==> src/rtl/data_mem_bridge.sv <==
// data_mem_bridge: decodes datapath loads/stores to an external handshaked RAM,
// a small I/O register bank or unmapped space, stalling fetch during RAM accesses.
module data_mem_bridge #(
  parameter int ADDR_W  = 12,
  parameter int TIMEOUT = 16
) (
  input  logic              clk,
  input  logic              rst,
  input  logic              MemRead,
  input  logic              MemWrite,
  input  logic [31:0]       ALUResult,
  input  logic [31:0]       WriteData,
  output logic [31:0]       ReadData,
  output logic              Stall,
  output logic              ram_req,
  output logic              ram_we,
  output logic [ADDR_W-1:0] ram_addr,
  output logic [31:0]       ram_wdata,
  input  logic [31:0]       ram_rdata,
  input  logic              ram_ack,
  input  logic [7:0]        sw,
  output logic [7:0]        led,
  output logic              bus_error
);
  localparam int CW = $clog2(TIMEOUT) + 1;
  typedef enum logic [1:0] {IDLE, ACCESS, DONE} state_t;
  state_t            r_state, w_next;
  logic [CW-1:0]     r_cnt;
  logic [ADDR_W-1:0] r_addr;
  logic [31:0]       r_wdata, r_rdata, r_cycles, w_io_rd;
  logic [7:0]        r_sw1, r_sw2, r_led;
  logic              r_we, r_berr;
  logic              w_acc, w_ram, w_io, w_unm, w_idle, w_tmo, w_io_wr, w_set, w_clr;
  logic              w_unused;
  assign w_unused = ^ALUResult[1:0];
  assign w_acc    = MemRead | MemWrite;
  assign w_idle   = r_state == IDLE;
  assign w_ram    = w_acc && ALUResult[31:ADDR_W+2] == '0;
  assign w_io     = w_acc && ALUResult[31:4] == 28'h0001000;
  assign w_unm    = w_acc && !w_ram && !w_io;
  assign w_tmo    = !ram_ack && r_cnt == CW'(TIMEOUT - 1);
  assign w_io_wr  = w_idle && w_io && MemWrite;
  assign w_set    = (w_idle && w_unm) || (r_state == ACCESS && w_tmo);
  assign w_clr    = w_io_wr && ALUResult[3:2] == 2'd3 && WriteData[0];
  assign w_io_rd  = ALUResult[3:2] == 2'd0 ? {24'b0, r_led} :
                    ALUResult[3:2] == 2'd1 ? {24'b0, r_sw2} :
                    ALUResult[3:2] == 2'd2 ? r_cycles : {31'b0, r_berr};
  assign ram_req   = r_state == ACCESS;
  assign ram_we    = r_we;
  assign ram_addr  = r_addr;
  assign ram_wdata = r_wdata;
  assign led       = r_led;
  assign bus_error = r_berr;
  always_comb begin
    w_next   = IDLE;
    if (w_idle) w_next = w_ram ? ACCESS : IDLE;
    else if (r_state == ACCESS) w_next = (ram_ack || w_tmo) ? DONE : ACCESS;
    Stall    = (w_idle && w_ram) || r_state == ACCESS;
    ReadData = r_state == DONE ? r_rdata : (w_idle && w_io && !MemWrite) ? w_io_rd : 32'b0;
  end
  always_ff @(posedge clk or negedge rst) begin
    if (!rst) r_state <= IDLE;
    else      r_state <= w_next;
  end
  always_ff @(posedge clk or negedge rst) begin
    if (!rst) begin
      r_cnt    <= '0;
      r_addr   <= '0;
      r_wdata  <= '0;
      r_we     <= 1'b0;
      r_rdata  <= '0;
      r_led    <= '0;
      r_berr   <= 1'b0;
      r_cycles <= '0;
      r_sw1    <= '0;
      r_sw2    <= '0;
    end else begin
      r_cycles <= r_cycles + 32'd1;
      r_sw1    <= sw;
      r_sw2    <= r_sw1;
      r_berr   <= w_set | (r_berr & ~w_clr);
      if (w_io_wr && ALUResult[3:2] == 2'd0) r_led <= WriteData[7:0];
      if (w_idle && w_ram) begin
        r_addr  <= ALUResult[ADDR_W+1:2];
        r_wdata <= WriteData;
        r_we    <= MemWrite;
        r_cnt   <= '0;
      end
      if (r_state == ACCESS) begin
        r_cnt <= r_cnt + CW'(1);
        // writes keep the previous load data; an abort always reports the poison word
        if (ram_ack && !r_we) r_rdata <= ram_rdata;
        else if (w_tmo)       r_rdata <= 32'hDEADBEEF;
      end
    end
  end
endmodule

==> config.mk <==
export PLATFORM = sky130hd
export DESIGN_NAME = data_mem_bridge
export DESIGN_NICKNAME = d
export VERILOG_FILES = /design/src/rtl/data_mem_bridge.sv
export SDC_FILE = /design/constraint.sdc
export NUM_CORES = 1
export LEC_CHECK = 0
export ABC_CLOCK_PERIOD_IN_PS = 6930
export CAP_MARGIN = 20
export CORE_MARGIN = 8
export CORE_UTILIZATION = 33
export DETAILED_ROUTE_END_ITERATION = 8
export GPL_TIMING_DRIVEN = 0
export PLACE_DENSITY_LB_ADDON = 0.25
export SYNTH_ARGS = -nofsm -noshare
export SYNTH_HDL_FRONTEND = slang
export SYNTH_SLANG_ARGS = --single-unit
==> constraint.sdc <==
create_clock -name clk -period 6.93 [get_ports clk]
set_input_delay 1.386 -clock clk [delete_from_list [all_inputs] [get_ports clk]]
set_output_delay 1.386 -clock clk [all_outputs]
set_load 0.1 [all_outputs]
==> results of run 1 <==
-- cells in the mapped netlist (4+ instances only) --
library cell / instances
nor3_1: 12
nand3_1: 16
o21ai_0: 11
xor2_1: 20
mux2_1: 13
inv_1: 10
a22o_1: 16
nor4_2: 4
mux2_2: 40
buf_6: 4
and3_1: 4
nor2_1: 16
nand4_1: 6
dfrtp_1: 141
mux2i_1: 7
a32o_1: 24
buf_2: 4
clkbuf_1: 16
o22a_1: 24
xnor2_1: 11
nand2_1: 24
nor4_1: 7
nor2b_1: 4
-- state kept, by name, indices dropped and copies added, names as in the netlist --
name	flops
led	8
r_sw2	8
ram_wdata	32
r_sw1	8
bus_error	1
ram_addr	12
r_rdata	32
r_cycles	32
r_state	2
r_cnt	5
ram_we	1
-- worst paths after layout --
check,startpoint,end,cells after the start
max,ALUResult[9],ReadData[30],7
min,r_sw1[7]$_DFF_PN0_,r_sw2[7]$_DFF_PN0_,0
max reg2reg,r_cnt[0]$_DFFE_PN0P_,r_rdata[21]$_DFFE_PN0P_,9
min reg2reg,r_sw1[7]$_DFF_PN0_,r_sw2[7]$_DFF_PN0_,0
max in group asynchronous,rst,ram_addr[11]$_DFFE_PN0P_,2
min in group asynchronous,rst,r_rdata[26]$_DFFE_PN0P_,1
-- cell families (layout without fill, tap and decap cells) --
group           count (synthesis)  in the layout
buf+inv                        36            261
xor+xnor                       31             31
compound gates                 83             83
mux                            61             61
simple gates                  108            108
fa+ha+maj                       3              3
flops                         141            141
-- where the power goes --
| group | internal [uW] | switching [uW] | total (uW) |
|---|---|---|---|
| logic | 65.1 | 41.6 | 107 |
| clock network | 563 | 325 | 888 |
| registers | 838 | 6.62 | 845 |
-- per-layer routing --
metal | vias to the layer above | global-route usage | routed length (um) | part of all wire
met5 | - | 0 | 0 | 0
met4 | 0 | 0.0475 | 183 | 0.011
met3 | 16 | 0.0684 | 1890 | 0.11
met2 | 174 | 0.251 | 8240 | 0.47
met1 | 2261 | 0.188 | 7070 | 0.41
li1 | 2137 | - | - | -
-- worst register-to-register path, cell delays in order, from the launching register on --
cell and delay [ps]:
dfrtp_1 380, ha_1 200, and3_1 170, ha_1 170
nor2_1 60, nor2_1 140, and2_1 150, clkbuf_1 290
clkbuf_1 440, o22a_1 230
-- metrics by stage --
stage	worst slack, ps	hold slack [ps]	power (uW)	TNS, ps
floorplan	2200	331	876	0
finish	701	344	1840	0
global route	470	348	1910	0
global placement	-1150	332	963	-160810
detailed placement	656	335	968	0
CTS	639	347	1870	0
-- layout make-up --
type,instances,area [sq um],area share
buffer,26,136,0.0154
clock buffer,24,492,0.0555
clock inverter,6,85.1,0.00961
inverter,10,37.5,0.00424
multi-input combinational,286,2320,0.262
sequential,141,3530,0.398
tap,229,287,0.0324
timing repair buffer,195,1970,0.223
==> reports/qor.yml, run 1 <==
worst_setup_path:
  cp_top_family: "buffers and inverters"
  cp_max_fo: 10
  crit_top_cell: "clkdlybuf4s50_1"
  cpMaxStageDelayCell: "clkdlybuf4s50_1"
  cp-end-kind: "output port"
  r2r_slack_ps: 4640
  cp-start-kind: "input pin"
  critPathMaxStageDelay_ps: 1140
  path_buf_inv: 3
  critical_path.cell_chain: "clkdlybuf4s50_1 > nor4_1 > nand4_1 > nor4_2 > buf_2 > a32o_1 > clkdlybuf4s50_1"
  crit_type: "input pin to output port"
  required_ps: 5540
  worstPathArrival_ps: 4840
finish:
  layout_common_cells: "193 x clkdlybuf4s50_1, 141 x dfrtp_1, 40 x mux2_2"
  fin_util: 0.495
  stdcell_count: 917
  nFillCells: 1582
  layout_commonest_cell: "clkdlybuf4s50_1"
  antennaDiodeCount: 0
  nets: 789
  fin_area_sq_um: 8850
  syn_to_final_growth_pct: 47.2
  drive_gt1_frac: 0.131
synth:
  ys_ff_latch: 141
  synthMuxAreaShare: 0.115
  yosysSeqAreaShare: 0.587
  async_flop_share: 1.00
  synthesis.area_sq_um: 6020
  synthXorXnorAreaFrac: 0.0451
  synth-compound-area-share: 0.117
  synth.area.top_cells: "dfrtp_1 59%, mux2_2 7.5%, a32o_1 4.0%, o22a_1 3.5%, xor2_1 2.9%"
  synth_top_family_by_area: "compound AO/OA/AOI/OAI gates"
  synth_top_area_cell: "dfrtp_1"
  yosys.area_share.adder: 0.00624
  synthFlopType: "dfrtp_1"
  synth_edf_count: 0
  synth.avg_cell_area_sq_um: 13.0
  syn_nets: 575
  yosysTopAreaCellShare: 0.587
  synth_simple_gate_area_frac: 0.102
  synth_cell_types: 42
  synthCells: 463
  ys_warn_count: 0
floorplanning:
  pin_count: 197
  num_rows: 49
  die_area_sq_um: 22800
  fp.dieH_um: 151
  initial_core_util: 0.336
  coreArea_sq_um: 17900
  die_x_um: 151
placed_design:
  place.port_buffers: 194
  dp.cells: 887
  routabilityCongestion: 0.799
  dp_hpwl_um: 13100
  placed_cell_area_sq_um: 8280
grt:
  grt_max_degree: 89
  gr-usage-all-layers: 0.157
  grt_remaining_overflow: 0
  grt_pass1_wl_um: 27600
  antenna_found_initial: 0
  grt_pass1_vias: 5069
drt:
  routedWlPerCell_um: 18.9
  drcViolationCount: 0
  num_vias: 4588
  drt_wl_total_um: 17400
  first_pass_iters: 4
  vias_per_cell: 5.00
  drt_iter0_markers: 209
  detail-route-antenna-nets: 0
clock_tree:
  numCtsBuffers: 17
  cts-root-buf: "clkbuf_16"
  cts_sinks: 141
  h-tree-depth: 4
  clk_pin_slew_ps: 60
  post_cts_resized: 0
  cts_tree: "built"
  cts_setup_buffers: 0
  hold_buffers: 0
  clk_path_buf_depth: 2
  clock_latency_ps: 410
power_and_ir_drop:
  power_leakage_uw: 0.00386
  ir_worst_vdd_v: 0.000176
  powerDensity_nw_per_um2: 208
timing:
  finalSetupViolCount: 0
  clock_skew_ps: 6.30
  rsz0062_at_grt: "false"
  slew_violations: 0
  post-route-min-period_ps: 6230
  finalCritPeriodShare: 0.899
  tightestPinTransition_ps: 1040
  hold_violations: 0
  fmax_mhz: 161
  max-slew-margin-rel: 0.306
run:
  maxCapViolations: 0
worst_hold_path:
  hold_path.class: "flop to flop"
run_status:
  status: "finished clean"
(Power assumes the default switching activity.)
==> inputs of run 2 (changes only) <==
- ABC_CLOCK_PERIOD_IN_PS: 6930 -> 7980
- clock period: 6.93 -> 7.98 ns (I/O delays scaled with it)
==> results of run 2 <==
The final DEF is identical to that of run 1. Status: finished clean.
Among the figures that moved: setup slack after placement 656 ps -> 1290 ps; setup slack after layout 701 ps -> 1330 ps; register-to-register setup slack 4640 ps -> 5690 ps; total power 1840 uW -> 1600 uW; worst IR drop on VDD 0.000176 V -> 0.000153 V
==> inputs of run 3 (changes only) <==
- ABC_CLOCK_PERIOD_IN_PS: 7980 -> 6250
- clock period: 7.98 -> 6.25 ns (I/O delays scaled with it)
==> results of run 3 <==
The final DEF is identical to that of run 1. Status: finished clean.
Among the figures that moved: setup slack after placement 656 ps -> 248 ps; setup slack after layout 701 ps -> 293 ps; register-to-register setup slack 4640 ps -> 3960 ps; total power 1840 uW -> 2040 uW; worst IR drop on VDD 0.000176 V -> 0.000195 V
